`config.mk`:
```
export PLATFORM = sky130hd
export DESIGN_NAME = execute_stage_md
export DESIGN_NICKNAME = d
export VERILOG_FILES = /design/src/rtl/execute_stage_md.sv
export SDC_FILE = /design/constraint.sdc
export NUM_CORES = 1
export LEC_CHECK = 0
export CORE_MARGIN = 2
export CORE_UTILIZATION = 40
export CTS_CLUSTER_DIAMETER = 80
export DETAILED_ROUTE_END_ITERATION = 12
export HOLD_SLACK_MARGIN = 0.1
export PLACE_DENSITY = 0.6
export SKIP_CTS_REPAIR_TIMING = 1
export SYNTH_ARGS = -nofsm -noshare
export SYNTH_HDL_FRONTEND = slang
export SYNTH_SLANG_ARGS = --single-unit
```
`constraint.sdc`:
```
create_clock -name clk -period 8.5 [get_ports clk]
set_input_delay 1.7 -clock clk [delete_from_list [all_inputs] [get_ports clk]]
set_output_delay 1.7 -clock clk [all_outputs]
set_load 0.01 [all_outputs]
```
`src/rtl/execute_stage_md.sv`:
```
// execute_stage_md: pipeline execute stage with an iterative multiply/divide unit.
//   Inputs : decoded E-stage controls, forwarding selects, register operands,
//            PC/immediate, W-stage result for forwarding, hazard-unit flush.
//   Outputs: branch/jump redirect (PCSrcE, PC_TargetE), ALU zero flag,
//            stall request (BusyE) and the registered E/M pipeline register.
//   The MD unit is a 3-state FSM (IDLE/RUN/DONE). It performs one shift-add
//   (MUL) or restoring-subtract (DIVU/REMU) step per RUN cycle.
module execute_stage_md #(
  parameter int DATA_W = 16,
  parameter int REG_AW = 3,
  parameter int MD_EN  = 1
) (
  input  logic              clk,
  input  logic              rst,
  input  logic              RegwriteE,
  input  logic              MemwriteE,
  input  logic              ALUSrcE,
  input  logic              JumpE,
  input  logic              BranchE,
  input  logic              FlushE,
  input  logic [1:0]        ResultSrcE,
  input  logic [1:0]        ForwardA_E,
  input  logic [1:0]        ForwardB_E,
  input  logic [1:0]        MdOpE,
  input  logic [3:0]        ALUControlE,
  input  logic [2:0]        funct3E,
  input  logic [REG_AW-1:0] RdE,
  input  logic [DATA_W-1:0] RD1E,
  input  logic [DATA_W-1:0] RD2E,
  input  logic [DATA_W-1:0] PCE,
  input  logic [DATA_W-1:0] ImmExtE,
  input  logic [DATA_W-1:0] PcPlus4E,
  input  logic [DATA_W-1:0] ResultW,
  output logic              PCSrcE,
  output logic              ZeroE,
  output logic              BusyE,
  output logic [DATA_W-1:0] PC_TargetE,
  output logic              RegwriteM,
  output logic              MemwriteM,
  output logic [1:0]        ResultSrcM,
  output logic [REG_AW-1:0] RdM,
  output logic [DATA_W-1:0] ALUResultM,
  output logic [DATA_W-1:0] WriteDataM,
  output logic [DATA_W-1:0] PcPlus4M
);

  localparam int SHW   = (DATA_W > 1) ? $clog2(DATA_W) : 1;
  localparam int CNT_W = $clog2(DATA_W + 1);

  typedef enum logic [1:0] {ST_IDLE = 2'd0, ST_RUN = 2'd1, ST_DONE = 2'd2} md_state_e;

  md_state_e            state_q, state_d;
  logic [CNT_W-1:0]     cnt_q, cnt_d;
  logic [1:0]           op_q, op_d;
  logic [DATA_W-1:0]    a_q, a_d, b_q, b_d, acc_q, acc_d;
  logic                 regwrite_m_q, regwrite_m_d, memwrite_m_q, memwrite_m_d;
  logic [1:0]           result_src_m_q, result_src_m_d;
  logic [REG_AW-1:0]    rd_m_q, rd_m_d;
  logic [DATA_W-1:0]    alu_result_m_q, alu_result_m_d;
  logic [DATA_W-1:0]    write_data_m_q, write_data_m_d, pc_plus4_m_q, pc_plus4_m_d;

  logic [DATA_W-1:0]    src_a, src_b_fwd, src_b, alu_result, md_result, ex_result;
  logic [SHW-1:0]       shamt;
  logic [1:0]           md_op_eff;
  logic                 md_issue, md_done, branch_cond;
  logic [DATA_W:0]      rem_shift;
  logic [DATA_W-1:0]    rem_sub;
  logic                 rem_ge;

  assign md_op_eff  = (MD_EN != 0) ? MdOpE : 2'b00;
  assign shamt      = src_b[SHW-1:0];
  assign PC_TargetE = PCE + ImmExtE;
  assign ZeroE      = (alu_result == '0);

  // Operand forwarding; ALUResultM feeds back from the E/M register.
  always_comb begin
    src_a     = RD1E;
    src_b_fwd = RD2E;
    case (ForwardA_E)
      2'b01:   src_a = ResultW;
      2'b10:   src_a = alu_result_m_q;
      default: src_a = RD1E;
    endcase
    case (ForwardB_E)
      2'b01:   src_b_fwd = ResultW;
      2'b10:   src_b_fwd = alu_result_m_q;
      default: src_b_fwd = RD2E;
    endcase
    if (ALUSrcE) begin
      src_b = ImmExtE;
    end else begin
      src_b = src_b_fwd;
    end
  end

  // Single-cycle ALU.
  always_comb begin
    alu_result = '0;
    case (ALUControlE)
      4'd0:    alu_result = src_a + src_b;
      4'd1:    alu_result = src_a - src_b;
      4'd2:    alu_result = src_a & src_b;
      4'd3:    alu_result = src_a | src_b;
      4'd4:    alu_result = src_a ^ src_b;
      4'd5:    alu_result = {{(DATA_W-1){1'b0}}, ($signed(src_a) < $signed(src_b))};
      4'd6:    alu_result = {{(DATA_W-1){1'b0}}, (src_a < src_b)};
      4'd7:    alu_result = src_a << shamt;
      4'd8:    alu_result = src_a >> shamt;
      4'd9:    alu_result = $unsigned($signed(src_a) >>> shamt);
      default: alu_result = '0;
    endcase
  end

  // Branch condition and redirect; a stalled stage never redirects.
  always_comb begin
    branch_cond = 1'b0;
    case (funct3E)
      3'b000:  branch_cond = ZeroE;
      3'b001:  branch_cond = ~ZeroE;
      3'b100:  branch_cond = ($signed(src_a) < $signed(src_b));
      3'b101:  branch_cond = ($signed(src_a) >= $signed(src_b));
      3'b110:  branch_cond = (src_a < src_b);
      3'b111:  branch_cond = (src_a >= src_b);
      default: branch_cond = 1'b0;
    endcase
    PCSrcE = (JumpE | (BranchE & branch_cond)) & ~BusyE;
  end

  // MD FSM state register.
  always_ff @(posedge clk or negedge rst) begin
    if (!rst) begin
      state_q <= ST_IDLE;
    end else begin
      state_q <= state_d;
    end
  end

  // MD FSM next-state logic; a flush aborts from any state.
  always_comb begin
    state_d = state_q;
    case (state_q)
      ST_IDLE: begin
        if (md_issue) state_d = ST_RUN;
        else          state_d = ST_IDLE;
      end
      ST_RUN: begin
        if (FlushE)                        state_d = ST_IDLE;
        else if (cnt_q == CNT_W'(1))       state_d = ST_DONE;
        else                               state_d = ST_RUN;
      end
      ST_DONE: state_d = ST_IDLE;
      default: state_d = ST_IDLE;
    endcase
  end

  // MD FSM outputs; BusyE is gated by reset so it reads 0 while rst is low.
  always_comb begin
    md_issue = rst & (state_q == ST_IDLE) & (md_op_eff != 2'b00) & ~FlushE;
    md_done  = (state_q == ST_DONE);
    BusyE    = md_issue | (rst & (state_q == ST_RUN));
  end

  // One restoring-division step: remainder shifts in the next dividend bit.
  assign rem_shift = {acc_q, a_q[DATA_W-1]};
  assign rem_ge    = (rem_shift >= {1'b0, b_q});
  assign rem_sub   = rem_shift[DATA_W-1:0] - b_q;

  // MD datapath next values: a_q is multiplicand or dividend/quotient,
  // b_q is multiplier or divisor, acc_q is product or remainder.
  always_comb begin
    cnt_d = cnt_q;
    op_d  = op_q;
    a_d   = a_q;
    b_d   = b_q;
    acc_d = acc_q;
    if (md_issue) begin
      cnt_d = CNT_W'(DATA_W);
      op_d  = md_op_eff;
      a_d   = src_a;
      b_d   = src_b_fwd;
      acc_d = '0;
    end else if ((state_q == ST_RUN) && !FlushE) begin
      cnt_d = cnt_q - CNT_W'(1);
      if (op_q == 2'b01) begin
        if (b_q[0]) acc_d = acc_q + a_q;
        else        acc_d = acc_q;
        a_d = {a_q[DATA_W-2:0], 1'b0};
        b_d = {1'b0, b_q[DATA_W-1:1]};
      end else begin
        a_d = {a_q[DATA_W-2:0], rem_ge};
        if (rem_ge) acc_d = rem_sub;
        else        acc_d = rem_shift[DATA_W-1:0];
      end
    end else begin
      cnt_d = cnt_q;
    end
  end

  // MD datapath registers.
  always_ff @(posedge clk or negedge rst) begin
    if (!rst) begin
      cnt_q <= '0;
      op_q  <= 2'b00;
      a_q   <= '0;
      b_q   <= '0;
      acc_q <= '0;
    end else begin
      cnt_q <= cnt_d;
      op_q  <= op_d;
      a_q   <= a_d;
      b_q   <= b_d;
      acc_q <= acc_d;
    end
  end

  // Result select: the finished MD result replaces the ALU result in DONE.
  always_comb begin
    case (op_q)
      2'b01:   md_result = acc_q;
      2'b10:   md_result = a_q;
      2'b11:   md_result = acc_q;
      default: md_result = '0;
    endcase
    if (md_done) ex_result = md_result;
    else         ex_result = alu_result;
  end

  // E/M next values: a bubble while stalled or flushed.
  always_comb begin
    if (BusyE || FlushE) begin
      regwrite_m_d   = 1'b0;
      memwrite_m_d   = 1'b0;
      result_src_m_d = 2'b00;
      rd_m_d         = '0;
      alu_result_m_d = '0;
      write_data_m_d = '0;
      pc_plus4_m_d   = '0;
    end else begin
      regwrite_m_d   = RegwriteE;
      memwrite_m_d   = MemwriteE;
      result_src_m_d = ResultSrcE;
      rd_m_d         = RdE;
      alu_result_m_d = ex_result;
      write_data_m_d = src_b_fwd;
      pc_plus4_m_d   = PcPlus4E;
    end
  end

  // E/M pipeline register.
  always_ff @(posedge clk or negedge rst) begin
    if (!rst) begin
      regwrite_m_q   <= 1'b0;
      memwrite_m_q   <= 1'b0;
      result_src_m_q <= 2'b00;
      rd_m_q         <= '0;
      alu_result_m_q <= '0;
      write_data_m_q <= '0;
      pc_plus4_m_q   <= '0;
    end else begin
      regwrite_m_q   <= regwrite_m_d;
      memwrite_m_q   <= memwrite_m_d;
      result_src_m_q <= result_src_m_d;
      rd_m_q         <= rd_m_d;
      alu_result_m_q <= alu_result_m_d;
      write_data_m_q <= write_data_m_d;
      pc_plus4_m_q   <= pc_plus4_m_d;
    end
  end

  assign RegwriteM  = regwrite_m_q;
  assign MemwriteM  = memwrite_m_q;
  assign ResultSrcM = result_src_m_q;
  assign RdM        = rd_m_q;
  assign ALUResultM = alu_result_m_q;
  assign WriteDataM = write_data_m_q;
  assign PcPlus4M   = pc_plus4_m_q;

endmodule

```
==> reports/results.tsv <==
stage	metric	value	unit
logic_synthesis	synth_seq_cells	112	
sta	setup_violations	0	
logic_synthesis	synth_fp_nets	1789	
floorplanning	die_x	176	um
global_routing	grt-ovfl-total	0	
logic_synthesis	synth_warnings	0	
sta	final.period_utilization	96.1	%
setup_path	end_kind	output pin	
setup_path	max_stage_delay	0.56	ns
floorplanning	fp.dieH	176	um
drt	drt-total-wl	54.4	mm
setup_path	critPathTopFamily	simple AND/OR/NAND/NOR gates	
logic_synthesis	avgSynthCellArea	7.60	sq um
sta	tightest_slew	1.13	ns
sta	min_period	8.17	ns
clock_tree	cts_tree	yes	
drt	wire_per_inst	24.5	um
logic_synthesis	yosys.area.top_type	dfrtp_1	
placed_design	place.gp.congestion	1.06	
drt	via_count	13200	
logic_synthesis	ys_types	85	
drt	drc	0	
placed_design	dp_hpwl	43.7	mm
outcome	status	finished, final reports clean	
logic_synthesis	synth-async-reset-ratio	100	%
setup_path	worstPathBufferInverterCount	7	
setup_path	critical_path_class	in2out	
job	maxCapViolCount	0	
final_layout	nets	2055	
drt	drt_iter0_markers	1242	
sta	rsz0062_at_grt	no	
clock_tree	cts-root-buf	clkbuf_16	
power_and_ir_drop	p_total	3440	uW
power_and_ir_drop	powerDensity	221	mW/mm^2
global_routing	grt_pass1_vias	13000	
setup_path	critPathMaxFanout	6	
final_layout	final_cell_area	0.0156	sq mm
logic_synthesis	syn-cell-area	0.0119	sq mm
floorplanning	io_pins	196	
clock_tree	clk_pin_slew_worst_paths	0.08	ns
final_layout	areaGrowthSynthToFinish	31.1	%
global_routing	grt_max_degree	73	
global_routing	track_usage	35.0	%
global_routing	antenna_found_initial	2	
final_layout	drive_gt1_share	12.6	%
floorplanning	coreArea	0.0294	sq mm
sta	final_max_slew_viol_count	0	
floorplanning	num_rows	63	
clock_tree	cts-buffers-inserted	9	
sta	max-slew-margin-rel	24.2	%
sta	fmax	122	MHz
floorplanning	die-area	0.0311	sq mm
floorplanning	start_util	40.4	%
placed_design	place_area	0.0150	sq mm
final_layout	antennaDiodeCount	0	
sta	timing.hold.ws	0.534	ns
sta	fin_worst_skew	0.00750	ns
power_and_ir_drop	ir_drop	0.184	mV
clock_tree	cts_sinks	112	
logic_synthesis	synth_edf_count	0	
setup_path	critPathSlowestCell	or4_4	
logic_synthesis	synthDominantCellAreaShare	23.6	%
logic_synthesis	synth_area_leaders	dfrtp_1 24%, ha_1 11%, mux2i_1 6.0%	
drt	vias_per_cell	5.95	
power_and_ir_drop	p_leak	0.00697	uW
setup_path	start_kind	primary input	
clock_tree	h-tree-depth	3	
setup_path	cpMostUsedCell	buf_4	
setup_path	path_cells	clkdlybuf4s50_1 -> inv_1 -> ha_2 -> buf_4 -> a22oi_1 -> nor2_1 -> a21oi_1 -> o21ai_1 -> ha_1 -> or4_4 -> a21oi_4 -> o311ai_1 -> mux2i_1 -> o31ai_2 -> nor4_2 -> nand4_1 -> nor4_1 -> nand4b_1 -> buf_4 -> buf_4 -> inv_1 -> dlymetal6s2s_1	
drt	antenna_left	0	
hold_path	min_path_type	reg2reg	
logic_synthesis	seq_area_frac_synth	23.6	%
drt	first_pass_iters	5	
placed_design	port_buffers	195	
logic_synthesis	synth_ff_type	dfrtp_1	
setup_path	worstPathArrival	6.47	ns
logic_synthesis	syn_inst	1561	
clock_tree	clk_path_buf_depth	2	
sta	hold_violations	0	
global_routing	grt_pass1_wl	81.6	mm
setup_path	crit_required	6.80	ns
clock_tree	clkLatencyLatePin	0.37	ns
[synth_stat cells (9+ instances only)]
cell,instances
nand3_1,40
ha_1,101
buf_2,11
o21ai_0,103
a31oi_1,22
nand4_1,9
o21a_1,9
o211ai_1,23
xnor2_1,26
nor2b_1,16
or2_2,9
nand2_1,155
nor2_1,176
nand2b_1,15
a21oi_1,114
clkbuf_1,67
xor2_1,18
inv_1,93
a22oi_1,32
or3_1,11
nor3_1,43
a221oi_1,25
a211oi_1,27
dfrtp_1,112
mux2i_1,71
nor4_1,9
o31ai_1,9
o21ai_1,13
a21o_1,12
and2_1,28
[power breakdown]
group / switching [uW] / leakage [uW] / internal, uW
Sequential: 185 / 0.00142 / 668
Clock: 215 / 0.000156 / 260
Combinational: 1200 / 0.00539 / 912
Total: 1600 / 0.00697 / 1840
[per-layer routing]
| layer | wire length, um | GRT usage [%] | share of wire, % | vias up |
|---|---|---|---|---|
| met1 | 22300 | 45.2 | 41 | 6267 |
| met2 | 25000 | 56.5 | 46 | 608 |
| met4 | 2950 | 16.6 | 5.4 | 2 |
| met3 | 4240 | 6.74 | 7.8 | 145 |
| met5 | 13 | 0 | 0.024 | - |
| li1 | - | - | - | 6196 |
[metrics by stage]
step	std cells	setup WS (ns)	setup TNS [ns]	utilization, %
finish	2221	0.329	0	52.9
global route	2221	0.141	0	52.9
CTS	2211	-0.267	-0.507	52.1
detailed placement	2196	-0.240	-0.459	51.0
global placement	2196	-0.193	-0.354	51.0
floorplan	1561	0.984	0	-
[layout make-up]
| cell class | count | area, sq um |
|---|---|---|
| Timing Repair Buffer | 346 | 3100 |
| Multi-Input combinational cell | 1257 | 8470 |
| Tap cell | 390 | 488 |
| Inverter | 101 | 384 |
| Fill cell | 2924 | 13800 |
| Clock buffer | 9 | 225 |
| Clock inverter | 6 | 91.3 |
| Sequential cell | 112 | 2800 |
[cell usage in the layout, fill, tap and decap left out, types with 23 or more instances in the layout]
master | netlist | layout
a22oi_1 | 32 | 32
mux2i_1 | 71 | 71
clkdlybuf4s50_1 | 0 | 192
ha_1 | 101 | 97
xnor2_1 | 26 | 26
a221oi_1 | 25 | 25
nand2_1 | 155 | 154
o21ai_0 | 103 | 93
a21oi_1 | 114 | 108
and2_1 | 28 | 28
nand3_1 | 40 | 40
inv_1 | 93 | 93
nor3_1 | 43 | 40
o211ai_1 | 23 | 23
nor2_1 | 176 | 176
dfrtp_1 | 112 | 112
buf_4 | 3 | 150
[final timing paths]
check                         startpoint             end  slack (ns)  depth (start not counted)
max                        ForwardB_E[1]           ZeroE        0.33                         22
min                             cnt_q[4]        cnt_q[4]        0.53                          2
min reg2reg                     cnt_q[4]        cnt_q[4]        0.53                          2
max in group asynchronous            rst     PcPlus4M[4]        5.81                          2
min in group asynchronous            rst        cnt_q[4]        1.33                          1
max reg2reg                ALUResultM[0]  ALUResultM[14]        4.48                         17
[registers in the layout, indices dropped and copies added, names as in the netlist, 2 cells and up]
register    cells
ALUResultM     16
PcPlus4M       16
WriteDataM     16
a_q            16
acc_q          16
b_q            16
cnt_q           5
RdM             3
ResultSrcM      2
op_q            2
state_q         2
[cell families (layout without fill, tap and decap cells)]
group,after synthesis,after routing,share of synthesized area (%)
XOR/XNOR,44,44,3.25
AO/OA/AOI/OAI,490,490,27.4
buffers and inverters,192,462,6.52
flip-flops,112,112,23.6
adder cells (fa/ha/maj),106,106,11.5
multiplexers,77,77,6.68
AND/OR/NAND/NOR,540,540,21.0
[worst register-to-register path, delay by kind of cell, from the launching register on]
kind | cells | cell delay [ns]
AOI/OAI and AO/OA | 6 | 1.43
buffers and inverters | 4 | 0.73
and+or+nand+nor | 5 | 0.71
adders and majority gates | 2 | 0.61
DFF | 1 | 0.44
No activity file was read; power rests on OpenSTA's default activity.
